--- config.mk ---
export PLATFORM = sky130hd
export DESIGN_NAME = ccff_chain_loader_flat
export DESIGN_NICKNAME = d
export VERILOG_FILES = /design/src/rtl/ccff_pkg.sv /design/src/rtl/ccff_chain_loader_if.sv /design/src/rtl/ccff_word_serializer.sv /design/src/rtl/ccff_chain_loader.sv /design/src/flat_wrapper.sv
export SDC_FILE = /design/constraint.sdc
export NUM_CORES = 1
export LEC_CHECK = 0
export ABC_CLOCK_PERIOD_IN_PS = 3000
export CAP_MARGIN = 20
export CORE_AREA = 2 2 97 99
export CTS_CLUSTER_SIZE = 20
export DETAILED_ROUTE_END_ITERATION = 12
export DIE_AREA = 0 0 99 101
export PLACE_DENSITY = 0.57
export SETUP_SLACK_MARGIN = 0.3
export SKIP_LAST_GASP = 1
export SLEW_MARGIN = 20
export SYNTH_ARGS = -nofsm -noshare
export SYNTH_HDL_FRONTEND = slang
export SYNTH_HIERARCHICAL = 1
export SYNTH_SLANG_ARGS = --single-unit
--- constraint.sdc ---
create_clock -name prog_clk -period 3 [get_ports prog_clk]
set_input_delay 0.45 -clock prog_clk [delete_from_list [all_inputs] [get_ports prog_clk]]
set_output_delay 0.45 -clock prog_clk [all_outputs]
set_load 0.005 [all_outputs]
--- src/rtl/ccff_pkg.sv ---
// Shared definitions for ccff chain loaders.
// State encoding and the continuity marker bit.
package ccff_pkg;

    typedef enum logic [1:0] {
        IDLE,
        FLUSH,
        LOAD,
        DONE
    } ccff_state_e;

    localparam logic CCFF_MARKER = 1'b1;

endpackage

--- src/rtl/ccff_chain_loader_if.sv ---
// Bitstream word stream into a ccff chain loader.
// Plain valid/ready handshake, one word per accepted cycle.
interface ccff_chain_loader_if #(
    parameter int DATA_W = 32
);

    logic [DATA_W-1:0] cfg_data;
    logic              cfg_valid;
    logic              cfg_ready;

    modport master (
        output cfg_data,
        output cfg_valid,
        input  cfg_ready
    );

    modport slave (
        input  cfg_data,
        input  cfg_valid,
        output cfg_ready
    );

endinterface

--- src/rtl/ccff_word_serializer.sv ---
// Single-word buffer that feeds a ccff chain one bit per shift.
// Exposes next-cycle fullness and bit so the top can register its outputs.
module ccff_word_serializer
    import ccff_pkg::*;
#(
    parameter int DATA_W    = 32,
    parameter int CHAIN_LEN = 64
) (
    input  logic                prog_clk,
    input  logic                prog_reset_n,
    input  logic                active,
    input  logic                last_bit,
    ccff_chain_loader_if.slave  cfg,
    output logic                shift,
    output logic                full_nxt,
    output logic                bit_nxt
);

    localparam int N_WORDS = (CHAIN_LEN + DATA_W - 1) / DATA_W;
    localparam int WRD_W   = $clog2(N_WORDS + 1);
    localparam int IDX_W   = (DATA_W > 1) ? $clog2(DATA_W) : 1;

    logic [DATA_W-1:0] buf_q;
    logic [DATA_W-1:0] buf_d;
    logic [IDX_W-1:0]  idx_q;
    logic [IDX_W-1:0]  idx_d;
    logic [WRD_W-1:0]  words_q;
    logic [WRD_W-1:0]  words_d;
    logic              full_q;
    logic              ready;
    logic              capture;
    logic              drain;

    // ready depends only on registers, never on cfg_valid
    assign ready   = active & ~full_q & (words_q < WRD_W'(N_WORDS));
    assign capture = cfg.cfg_valid & ready;
    assign shift   = active & full_q;
    assign drain   = shift
                   & ((idx_q == IDX_W'(DATA_W - 1)) | last_bit);

    assign cfg.cfg_ready = ready;

    always_comb begin
        buf_d    = buf_q;
        idx_d    = idx_q;
        words_d  = words_q;
        full_nxt = full_q;
        if (!active) begin
            idx_d    = '0;
            words_d  = '0;
            full_nxt = 1'b0;
        end else if (capture) begin
            buf_d    = cfg.cfg_data;
            idx_d    = '0;
            words_d  = words_q + WRD_W'(1);
            full_nxt = 1'b1;
        end else if (drain) begin
            idx_d    = '0;
            full_nxt = 1'b0;
        end else if (shift) begin
            idx_d = idx_q + IDX_W'(1);
        end
    end

    assign bit_nxt = buf_d[idx_d];

    always_ff @(posedge prog_clk or negedge prog_reset_n) begin
        if (!prog_reset_n) begin
            buf_q   <= '0;
            idx_q   <= '0;
            words_q <= '0;
            full_q  <= 1'b0;
        end else begin
            buf_q   <= buf_d;
            idx_q   <= idx_d;
            words_q <= words_d;
            full_q  <= full_nxt;
        end
    end

endmodule

--- src/rtl/ccff_chain_loader.sv ---
// Flushes a marker through the ccff chain, then loads the bitstream
// while checking that the marker emerges at ccff_tail on time.
module ccff_chain_loader
    import ccff_pkg::*;
#(
    parameter int DATA_W    = 32,
    parameter int CHAIN_LEN = 64
) (
    input  logic                prog_clk,
    input  logic                prog_reset_n,
    input  logic                start,
    ccff_chain_loader_if.slave  cfg,
    output logic                ccff_head,
    input  logic                ccff_tail,
    output logic                chain_clk_en,
    output logic                busy,
    output logic                done,
    output logic                error
);

    localparam int CNT_W = $clog2(CHAIN_LEN + 1);

    ccff_state_e      state_q;
    ccff_state_e      state_d;
    logic [CNT_W-1:0] cnt_q;
    logic [CNT_W-1:0] cnt_d;
    logic             head_d;
    logic             en_d;
    logic             err_d;
    logic             exp_tail;
    logic             last_bit;
    logic             active;
    logic             shift;
    logic             full_nxt;
    logic             bit_nxt;

    assign last_bit = (cnt_q == CNT_W'(CHAIN_LEN - 1));
    assign active   = (state_q == LOAD);

    ccff_word_serializer #(
        .DATA_W    (DATA_W),
        .CHAIN_LEN (CHAIN_LEN)
    ) u_ser (
        .prog_clk     (prog_clk),
        .prog_reset_n (prog_reset_n),
        .active       (active),
        .last_bit     (last_bit),
        .cfg          (cfg),
        .shift        (shift),
        .full_nxt     (full_nxt),
        .bit_nxt      (bit_nxt)
    );

    always_ff @(posedge prog_clk or negedge prog_reset_n) begin
        if (!prog_reset_n) begin
            state_q      <= IDLE;
            cnt_q        <= '0;
            ccff_head    <= 1'b0;
            chain_clk_en <= 1'b0;
            error        <= 1'b0;
        end else begin
            state_q      <= state_d;
            cnt_q        <= cnt_d;
            ccff_head    <= head_d;
            chain_clk_en <= en_d;
            error        <= err_d;
        end
    end

    always_comb begin
        state_d = state_q;
        cnt_d   = cnt_q;
        unique case (state_q)
            IDLE: begin
                if (start) begin
                    state_d = FLUSH;
                    cnt_d   = '0;
                end
            end
            FLUSH: begin
                if (last_bit) begin
                    state_d = LOAD;
                    cnt_d   = '0;
                end else begin
                    cnt_d = cnt_q + CNT_W'(1);
                end
            end
            LOAD: begin
                if (shift) begin
                    cnt_d = cnt_q + CNT_W'(1);
                    if (last_bit) state_d = DONE;
                end
            end
            DONE: state_d = IDLE;
            default: state_d = IDLE;
        endcase
    end

    // head/enable are computed one cycle early so they leave a flop
    always_comb begin
        en_d     = 1'b0;
        head_d   = 1'b0;
        exp_tail = (cnt_q == '0) ? CCFF_MARKER : ~CCFF_MARKER;
        err_d    = error | (shift & (ccff_tail != exp_tail));
        if (state_q == IDLE && start) err_d = 1'b0;
        unique case (1'b1)
            (state_d == FLUSH): begin
                en_d   = 1'b1;
                head_d = (cnt_d == '0) ? CCFF_MARKER : ~CCFF_MARKER;
            end
            (state_d == LOAD): begin
                en_d   = full_nxt;
                head_d = full_nxt & bit_nxt;
            end
            default: ;
        endcase
    end

    assign busy = (state_q == FLUSH) | (state_q == LOAD);
    assign done = (state_q == DONE);

endmodule
--- src/flat_wrapper.sv ---
// flat-port wrapper written by rule: the top's interface ports become plain ports
module ccff_chain_loader_flat import ccff_pkg::*;
#(
    parameter int DATA_W    = 32,
    parameter int CHAIN_LEN = 64
)
  (prog_clk, prog_reset_n, start, ccff_head, ccff_tail, chain_clk_en, busy, done, error, cfg_cfg_data, cfg_cfg_valid, cfg_cfg_ready);
  ccff_chain_loader_if #(.DATA_W(DATA_W)) cfg_i ();
  input  logic prog_clk;
  input  logic prog_reset_n;
  input  logic start;
  output logic ccff_head;
  input  logic ccff_tail;
  output logic chain_clk_en;
  output logic busy;
  output logic done;
  output logic error;
  input wire logic [$bits(cfg_i.cfg_data)-1:0] cfg_cfg_data;
  input wire logic [$bits(cfg_i.cfg_valid)-1:0] cfg_cfg_valid;
  output wire logic [$bits(cfg_i.cfg_ready)-1:0] cfg_cfg_ready;
  assign cfg_i.cfg_data = cfg_cfg_data;
  assign cfg_i.cfg_valid = cfg_cfg_valid;
  assign cfg_cfg_ready = cfg_i.cfg_ready;
  ccff_chain_loader #(.DATA_W(DATA_W), .CHAIN_LEN(CHAIN_LEN)) u_core (.prog_clk(prog_clk), .prog_reset_n(prog_reset_n), .start(start), .cfg(cfg_i), .ccff_head(ccff_head), .ccff_tail(ccff_tail), .chain_clk_en(chain_clk_en), .busy(busy), .done(done), .error(error));
endmodule
==> key figures <==
Floorplan
  • Die Y: 101 um
  • Num ports: 43
  • Die area: 0.0100 sq mm
  • Initial Util: 33.9%
  • Std cell rows: 35
  • Die Wd: 99 um
  • Core Region: 0.00898 sq mm

Place
  • Setup WS pre-CTS: -67.6 ps
  • Gpl congestion: 0.862
  • Post-DP HPWL: 5.45 mm
  • Input/output buffers: 42

GRT
  • Initial antenna violation count: 0
  • First-pass GRT wire length: 12.5 mm
  • Total GRT Usage: 15.5%
  • Largest net degree at the start of global routing: 23
  • Vias in the first global route: 2572
  • Grt total ovfl: 0

Min path
  • Hold WC Path Type: register to register
  • Hold Path Depth: 2

Timing
  • Final Cycle Share: 90.2%
  • Final Critical Period: 2710 ps
  • Worst Skew: 5.92 ps
  • Fin. Hold Viols: 0
  • Max Slew Vio Count: 0
  • Relative slew slack: 74.2%
  • Slew @ Worst Pin: 385 ps
  • Final Setup Violations: 0
  • Worst Setup Slack, final: 294 ps
  • Max Clock Freq: 0.370 GHz
  • Unrepaired setup endpoints after global routing: true

Power and ir drop
  • P per Cell Area: 433 mW/mm^2
  • PnR Total Power: 1.77 mW
  • Worst IR Drop VDD: 228 uV
  • Leakage Power: 1.84 nW

Worst setup path
  • CP required: 3230 ps
  • R2r worst-path depth: 13
  • Max FO, Critical Path: 8
  • Critical-path top delay cell: dfrtp_1
  • CP Launch Type: register
  • Critical path depth: 13
  • WS Path Type: register to register
  • Worst stage delay on the critical path: 400 ps
  • Critical Path AT: 2940 ps
  • Critical path's top delay family: simple AND/OR/NAND/NOR gates
  • Critical path, cell by cell: ha_2 > and3_4 > ha_4 > o21ai_2 > o211a_1 > buf_12 > nand2b_1 > a211oi_1 > a211o_1 > and4_1 > and4b_2 > a31oi_1 > nor3_1
  • Buf/Inv on CP: 1
  • CP Capture Type: register

Clock tree
  • CTS H-tree depth: 2
  • Clock slew at reported path FFs: 100 ps
  • Clock sinks: 52
  • Worst skew pair latency: 310 ps
  • CTS Buf Count: 5
  • Root Buffer: clkbuf_8
  • CTS tree: done
  • Max clock buf depth: 2

Synthesis
  • Seq/Total Area, Yosys: 42.8%
  • Yosys reg bits: 52
  • Ys Warns: 6
  • Syn avg cell area: 9.75 sq um
  • Syn Nets: 359
  • Async set-or-reset flop fraction in the synthesized netlist: 100%
  • Post-Syn Area: 0.00304 sq mm
  • EDFF count, synth: 0
  • Top_reg_cell synth: dfrtp_1
  • Cells after Synth: 312
  • Netlist cell types: 66

Route
  • DRT Pass-1 Iters: 4
  • Via density: 5.10
  • Vias: 2560
  • Drt wl/cell: 14.7 um
  • DRC marker count from the first detailed-route iteration: 124
  • DRC Markers: 0
  • Drt total wl: 7.37 mm
  • Antenna Nets Post-Route: 0

Layout
  • Antenna diodes: 0
  • Synthesis-to-finish area growth: 34.4%
  • # fillers: 856
  • Nets: 437
  • Share of layout cells above drive strength 1: 26.3%

Status
  • Outcome: complete, no violations

Run
  • Max Cap Viol: 0
[Yosys cell counts (3+ instances only)]
cell,number,area (sq um)
o22ai_1,3,18.8
nor3_1,5,25.0
o21ai_0,11,55.1
dfrtp_1,52,1300
a211o_1,4,35.0
or3_1,4,25.0
buf_4,6,45.0
nor2_1,17,63.8
nand4_1,3,18.8
mux2_4,3,45.0
a21oi_1,18,90.1
xnor2_1,4,35.0
mux2_2,16,180
nand2b_1,6,37.5
nor2b_1,4,25.0
a21boi_0,3,22.5
mux2i_1,7,70.1
inv_1,11,41.3
nand2_1,60,225
o211ai_1,4,30.0
ha_1,10,125
buf_2,3,15.0
[power by group]
group          total, mW  internal, mW  switching, mW
Clock              0.420         0.166          0.254
Combinational      0.590         0.285          0.305
Sequential         0.761         0.739         0.0219
Total               1.77          1.19          0.581
[worst paths after layout]
path	slack, ps	from	to
setup / recovery	290	u_core/u_ser/idx_q[1]	u_core/ccff_head
max in group asynchronous	1880	prog_reset_n	u_core/cnt_q[3]
hold reg to reg	480	u_core/u_ser/buf_q[22]	u_core/u_ser/buf_q[22]
min in group asynchronous	530	prog_reset_n	u_core/u_ser/buf_q[18]
setup reg to reg	290	u_core/u_ser/idx_q[1]	u_core/ccff_head
hold / removal	480	u_core/u_ser/buf_q[22]	u_core/u_ser/buf_q[22]
[cell type report]
class	instances	area [sq um]	area share, %
flip-flops and latches	52	1300	31.9
clock inverters	3	21.3	0.520
multi-input cells	235	1720	42.1
inverters	12	47.5	1.16
well taps	111	139	3.40
clock buffers	5	68.8	1.68
repair buffers	84	787	19.2
[through the flow]
| step | instance area [sq um] | hold slack (ps) | util, % | cells | setup TNS [ps] |
|---|---|---|---|---|---|
| CTS | 4040 | 486 | 45.0 | 501 | 0 |
| global route | 4090 | 519 | 45.5 | 502 | 0 |
| floorplan | 3070 | 154 | - | 312 | 0 |
| global placement | 3780 | 340 | 42.1 | 481 | 0 |
| finish | 4090 | 484 | 45.5 | 502 | 0 |
| detailed placement | 3780 | 341 | 42.1 | 481 | -67.6 |
[state kept, by name, indices dropped and copies added, names as in the netlist]
signal,flops
u_core/error,1
u_core/u_ser/buf_q,32
u_core/ccff_head,1
u_core/chain_clk_en,1
u_core/u_ser/full_q,1
u_core/u_ser/words_q,2
u_core/state_q,2
u_core/u_ser/idx_q,5
u_core/cnt_q,7
[cell families (layout without fill, tap and decap cells)]
kind of cell | count (synthesis) | after routing | synth area share [%]
AND/OR/NAND/NOR | 120 | 120 | 19.7
AO/OA/AOI/OAI | 72 | 72 | 16.9
flip-flops | 52 | 52 | 42.8
multiplexers | 26 | 26 | 9.71
buffers and inverters | 25 | 104 | 4.44
adder cells (fa/ha/maj) | 10 | 10 | 4.11
XOR/XNOR | 7 | 7 | 2.26
[metal layers]
layer  vias to the layer above  track usage, %  part of all wire [%]
met3                         6            2.64                   2.7
met4                         0            4.85                   1.2
met5                         -               0                     0
met2                        36            25.3                    47
met1                      1252            21.2                    49
li1                       1266               -                     -
[cell usage in the layout (no fill, tap or decap), drive strengths merged, types with 3 or more instances in the layout]
| cell type | count |
|---|---|
| nor2b | 5 |
| nor3 | 6 |
| mux2 | 19 |
| clkdlybuf4s50 | 41 |
| a21boi | 3 |
| a21oi | 19 |
| mux2i | 7 |
| xnor2 | 5 |
| a211oi | 3 |
| a211o | 4 |
| nand2b | 6 |
| inv | 13 |
| nor2 | 17 |
| nand4 | 4 |
| ha | 10 |
| o21ai | 14 |
| buf | 42 |
| clkbuf | 5 |
| o22ai | 3 |
| nand2 | 60 |
| or3 | 4 |
| o211ai | 5 |
| dfrtp | 52 |
[worst reg2reg max path, stage by stage, from the launching register on]
cell      delay, ps
dfrtp_1         400
ha_2            200
and3_4          180
ha_4            160
o21ai_2         120
o211a_1         250
buf_12          140
nand2b_1         80
a211oi_1        220
a211o_1         120
and4_1          210
and4b_2         290
a31oi_1          60
nor3_1          190
[what timing repair did]
item | 4_1_cts | 5_1_grt
hold buffers | 1 | 0
resized for setup | 12 | 7
pin swaps | 12 | 3
gates cloned | 0 | 0
setup buffers | 11 | 1
hold endpoints to repair | 10 | 0
setup endpoints to repair | 1 | 1
(Power assumes the default switching activity.)
